**src/rtl/binary_to_gray_enc_if.sv**
```systemverilog
// Stream bundle for the binary-to-Gray encoder: binary input handshake and
// Gray output handshake, with adjacency flag and beat count alongside.
interface binary_to_gray_enc_if #(
  parameter int WIDTH = 8
);
  logic [WIDTH-1:0] in_bin;
  logic             in_valid;
  logic             in_ready;
  logic [WIDTH-1:0] out_gray;
  logic             out_valid;
  logic             out_ready;
  logic             out_adj;
  logic [15:0]      out_cnt;

  modport master (
    output in_bin, in_valid, out_ready,
    input  in_ready, out_gray, out_valid, out_adj, out_cnt
  );

  modport slave (
    input  in_bin, in_valid, out_ready,
    output in_ready, out_gray, out_valid, out_adj, out_cnt
  );
endinterface

```
**src/rtl/binary_to_gray_enc.sv**
```systemverilog
// Binary-to-Gray encoder with a single-register output stage, a flag marking
// beats whose Gray code is one bit away from the previous beat, and a beat count.
module binary_to_gray_enc #(
  parameter int WIDTH = 8
) (
  input  logic               clk,
  input  logic               rst,
  binary_to_gray_enc_if.slave bus
);

  typedef enum logic {EMPTY = 1'b0, FULL = 1'b1} state_e;

  state_e           state_q, state_d;
  logic [WIDTH-1:0] gray_q, gray_d;
  logic [WIDTH-1:0] prev_gray_q, prev_gray_d;
  logic             has_prev_q, has_prev_d;
  logic             adj_q, adj_d;
  logic [15:0]      cnt_q, cnt_d;
  logic             accept;
  logic [WIDTH-1:0] gray_in;

  function automatic logic [WIDTH-1:0] to_gray(input logic [WIDTH-1:0] b);
    return b ^ (b >> 1);
  endfunction

  function automatic logic single_bit_diff(input logic [WIDTH-1:0] d);
    return ($countones(d) == 1);
  endfunction

  assign bus.in_ready  = !rst && ((state_q == EMPTY) || bus.out_ready);
  assign bus.out_valid = (state_q == FULL);
  assign bus.out_gray  = gray_q;
  assign bus.out_adj   = adj_q;
  assign bus.out_cnt   = cnt_q;

  assign accept  = bus.in_valid && bus.in_ready;
  assign gray_in = to_gray(bus.in_bin);

  always_comb begin
    state_d     = state_q;
    gray_d      = gray_q;
    prev_gray_d = prev_gray_q;
    has_prev_d  = has_prev_q;
    adj_d       = adj_q;
    cnt_d       = cnt_q;

    case (state_q)
      EMPTY: if (accept) state_d = FULL;
      FULL: begin
        if (accept)             state_d = FULL;
        else if (bus.out_ready) state_d = EMPTY;
      end
    endcase

    if (accept) begin
      gray_d      = gray_in;
      adj_d       = has_prev_q && single_bit_diff(gray_in ^ prev_gray_q);
      cnt_d       = cnt_q + 16'd1;
      prev_gray_d = gray_in;
      has_prev_d  = 1'b1;
    end
  end

  // Output stage register; reset also clears data so outputs are never X.
  always_ff @(posedge clk) begin
    if (rst) begin
      state_q     <= EMPTY;
      gray_q      <= '0;
      prev_gray_q <= '0;
      has_prev_q  <= 1'b0;
      adj_q       <= 1'b0;
      cnt_q       <= 16'd0;
    end else begin
      state_q     <= state_d;
      gray_q      <= gray_d;
      prev_gray_q <= prev_gray_d;
      has_prev_q  <= has_prev_d;
      adj_q       <= adj_d;
      cnt_q       <= cnt_d;
    end
  end

endmodule

```
**src/flat_wrapper.sv**
```systemverilog
// flat-port wrapper written by rule: the top's interface ports become plain ports
module binary_to_gray_enc_flat 
#(
  parameter int WIDTH = 8
)
  (clk, rst, bus_in_bin, bus_in_valid, bus_out_ready, bus_in_ready, bus_out_gray, bus_out_valid, bus_out_adj, bus_out_cnt);
  binary_to_gray_enc_if #(.WIDTH(WIDTH)) bus_i ();
  input  logic clk;
  input  logic rst;
  input wire logic [$bits(bus_i.in_bin)-1:0] bus_in_bin;
  input wire logic [$bits(bus_i.in_valid)-1:0] bus_in_valid;
  input wire logic [$bits(bus_i.out_ready)-1:0] bus_out_ready;
  output wire logic [$bits(bus_i.in_ready)-1:0] bus_in_ready;
  output wire logic [$bits(bus_i.out_gray)-1:0] bus_out_gray;
  output wire logic [$bits(bus_i.out_valid)-1:0] bus_out_valid;
  output wire logic [$bits(bus_i.out_adj)-1:0] bus_out_adj;
  output wire logic [$bits(bus_i.out_cnt)-1:0] bus_out_cnt;
  assign bus_i.in_bin = bus_in_bin;
  assign bus_i.in_valid = bus_in_valid;
  assign bus_i.out_ready = bus_out_ready;
  assign bus_in_ready = bus_i.in_ready;
  assign bus_out_gray = bus_i.out_gray;
  assign bus_out_valid = bus_i.out_valid;
  assign bus_out_adj = bus_i.out_adj;
  assign bus_out_cnt = bus_i.out_cnt;
  binary_to_gray_enc #(.WIDTH(WIDTH)) u_core (.clk(clk), .rst(rst), .bus(bus_i));
endmodule
```
**config.mk**
```make
export PLATFORM = sky130hd
export DESIGN_NAME = binary_to_gray_enc_flat
export DESIGN_NICKNAME = d
export VERILOG_FILES = /design/src/rtl/binary_to_gray_enc_if.sv /design/src/rtl/binary_to_gray_enc.sv /design/src/flat_wrapper.sv
export SDC_FILE = /design/constraint.sdc
export NUM_CORES = 1
export LEC_CHECK = 0
export CORE_ASPECT_RATIO = 1.2
export CORE_UTILIZATION = 30
export DETAILED_ROUTE_END_ITERATION = 10
export MAX_ROUTING_LAYER = met4
export PLACE_DENSITY = 0.63
export SYNTH_ARGS = -nofsm -noshare
export SYNTH_HDL_FRONTEND = slang
export SYNTH_SLANG_ARGS = --single-unit
```
**constraint.sdc**
```tcl
create_clock -name clk -period 3.8 [get_ports clk]
set_input_delay 0.76 -clock clk [delete_from_list [all_inputs] [get_ports clk]]
set_output_delay 0.76 -clock clk [all_outputs]
set_load 0.01 [all_outputs]
```
==> flow_summary.json <==
{
  "status": "finished clean",
  "wl_per_cell_um": 11.4,
  "rows": 27,
  "ys_ff_latch": 27,
  "drc_errors": 0,
  "gp_congestion": 0.740,
  "hold_viol": 0,
  "viasPerCell": 4.81,
  "slew_violations": 0,
  "fin_cells": 265,
  "grt_pass1_wl_um": 5050,
  "area_delta_synth_final_pct": 39.4,
  "fmax_ghz": 0.277,
  "met3_length_um": 107,
  "p_sw_share_pct": 30.1,
  "ant_nets": 0,
  "hold_buffers": 0,
  "drive_gt1_share_pct": 10.1,
  "top_layer_used": "met4",
  "wl_met2_um": 1440,
  "final_core_util_pct": 44.0,
  "start_util_pct": 31.5,
  "netSwitchingPower_mw": 0.209,
  "antennaDiodeCount": 0,
  "final_cell_area_um2": 2050,
  "intPower_mw": 0.487,
  "htreeDepth": 1,
  "clk_pin_slew_ns": 0.09,
  "finalCritPeriodShare_pct": 94.9,
  "cts_buffers": 3,
  "hp-class": "flip-flop to flip-flop",
  "dr_total_vias": 1274,
  "antenna_found_initial": 0,
  "critPathKind": "input port to flip-flop",
  "cts_sinks": 27,
  "cts_max_path_buffers": 2,
  "core_area_um2": 4660,
  "postRouteWirelength_um": 3030,
  "fillers": 466,
  "clock_latency_ns": 0.27,
  "wl_met1_um": 1460,
  "powerDensity_nw_per_um2": 340,
  "setup_viol": 0,
  "detail_route.first_pass.iterations": 4,
  "drv_cap": 0,
  "required_ns": 4.00,
  "dp_hpwl_um": 2240,
  "endpoint_kind": "flip-flop",
  "die_x_um": 65.9,
  "grt.total_usage_pct": 12.5,
  "drt_iter0_markers": 31,
  "grt_max_degree": 30,
  "ys_warn_count": 0,
  "syn_area_um2": 1470,
  "whs_ns": 0.472,
  "clock_skew_ns": 0.00398,
  "grt_pass1_vias": 1138,
  "yosys.area.top_type_share_pct": 36.8,
  "dp.cells": 261,
  "yosysUniqueCellTypes": 29,
  "synth_area_leaders": "dfxtp_1 37%, xnor2_1 11%, ha_1 6.0%",
  "power_leakage_nw": 0.797,
  "yosysSeqAreaShare_pct": 36.8,
  "startpoint_type": "input port",
  "power_frac_comb_pct": 33.0,
  "die-area_um2": 5190,
  "netlist_instances": 164,
  "port-buffer-count": 38,
  "cts_tree": "built",
  "cts_root_buffer": "clkbuf_8",
  "cp_max_fo": 2,
  "synth_largest_area_cell": "dfxtp_1",
  "fin_nets": 231,
  "syn-mean-instance-area_um2": 8.96,
  "pin_count": 39,
  "syn_nets": 187,
  "placed_cell_area_um2": 1950,
  "max_slew.worst_pin.slew_ns": 0.304,
  "rsz0062_at_grt": "false",
  "peakVddDrop_v": 0.000143,
  "seq_power_share_pct": 43.8,
  "critical_path_arrival_ns": 3.80,
  "overflow": 0,
  "fin_crit_ns": 3.61,
  "power_frac_clock_pct": 23.2,
  "postCtsSetupBuffers": 0,
  "slew_headroom_pct": 79.5,
  "die_y_um": 78.7
}
[cells in the final DEF, fill, tap and decap left out, types with 5 or more instances in the layout]
master	instances
o21ai_0	6
buf_4	8
clkdlybuf4s50_1	33
a21oi_1	8
dfxtp_1	27
ha_1	7
nand3_1	7
or4_1	5
xnor2_2	5
xnor2_1	14
nor2_1	18
dlymetal6s2s_1	5
inv_1	11
a211oi_1	7
o31ai_1	5
nand2_1	11
[stage by stage]
stage	TNS, ns	worst slack, ns	total power [mW]
2_1_floorplan	0	0.379	0.448
3_3_place_gp	-0.277	-0.277	0.521
3_5_place_dp	-0.271	-0.271	0.526
4_1_cts	0	0.00127	0.691
5_1_grt	0	0.0161	0.744
6_report	0	0.193	0.696
[power by group through the flow]
stage | sequential, mW | clock [mW] | combinational (mW)
floorplan | 0.314 | 0 | 0.134
global placement | 0.311 | 0 | 0.210
detailed placement | 0.312 | 0 | 0.214
CTS | 0.305 | 0.167 | 0.219
global route | 0.307 | 0.177 | 0.260
finish | 0.305 | 0.162 | 0.230
[path summary, 6_finish.rpt]
| check | start | end | slack [ns] | depth (start not counted) |
|---|---|---|---|---|
| setup reg to reg | u_core.bus.out_gray[7] | u_core.bus.out_adj | 0.89 | 11 |
| hold reg to reg | u_core.has_prev_q | u_core.has_prev_q | 0.47 | 1 |
| hold / removal | u_core.has_prev_q | u_core.has_prev_q | 0.47 | 1 |
| setup / recovery | bus_in_bin[2] | u_core.bus.out_adj | 0.19 | 13 |
[cell type report]
| type | count | area, um^2 | share of cell area, % |
|---|---|---|---|
| Inverter | 11 | 41.3 | 2.01 |
| Tap cell | 58 | 72.6 | 3.54 |
| Timing Repair Buffer | 46 | 453 | 22.1 |
| Clock buffer | 4 | 45.0 | 2.20 |
| Multi-Input combinational cell | 119 | 897 | 43.8 |
| Sequential cell | 27 | 541 | 26.4 |
[Yosys cell counts]
cell type   n
nor2b_1     1
o21ai_0     6
buf_6       1
nand4_4     1
nor2b_4     1
or4_1       5
or3_1       4
nand3_1     7
nand3_2     1
a211oi_1    7
nor4_1      4
nand2b_1    2
inv_1      11
and3_1      2
dfxtp_1    27
o31ai_1     5
fa_1        4
a21oi_1     8
nor2_1     18
ha_1        7
xor2_1      3
buf_2       1
xnor2_1    19
nand4_1     1
buf_1       1
nand2_1    11
clkbuf_1    4
and4_4      1
a21o_1      1
[cells by family (layout without fill, tap and decap cells)]
logic type / count (synthesis) / after routing / synth area share [%]
buf+inv: 18 / 61 / 5.19
simple gates: 59 / 59 / 22.1
xor+xnor: 22 / 22 / 13.1
compound gates: 27 / 27 / 11.4
fa+ha+maj: 11 / 11 / 11.4
flops: 27 / 27 / 36.8
[per-layer routing]
layer / up-vias / global-route usage (%)
met5: - / -
met4: 0 / 3.26
met3: 2 / 1.74
met2: 21 / 20.6
met1: 604 / 15.9
li1: 647 / -
[worst max-delay path, cell delays in order]
cell,delay (ns)
clkdlybuf4s50_1,0.46
xnor2_2,0.17
xnor2_1,0.14
ha_1,0.21
fa_1,0.48
inv_1,0.06
fa_1,0.54
inv_1,0.04
ha_1,0.19
fa_1,0.37
nor4_2,0.24
nand2_1,0.07
o21ai_0,0.07
[flip-flops by register name, summed over array words and instances, names as in the netlist]
register / count
u_core.bus.out_gray: 8
u_core.bus.out_cnt: 16
u_core.bus.out_valid: 1
u_core.bus.out_adj: 1
u_core.has_prev_q: 1
[repair_timing]
item	CTS	global route
endpoints found under the setup margin	1	1
cloned	0	0
gates resized for setup	2	9
pin swaps	0	3
Power figures use the tool's default switching activity.
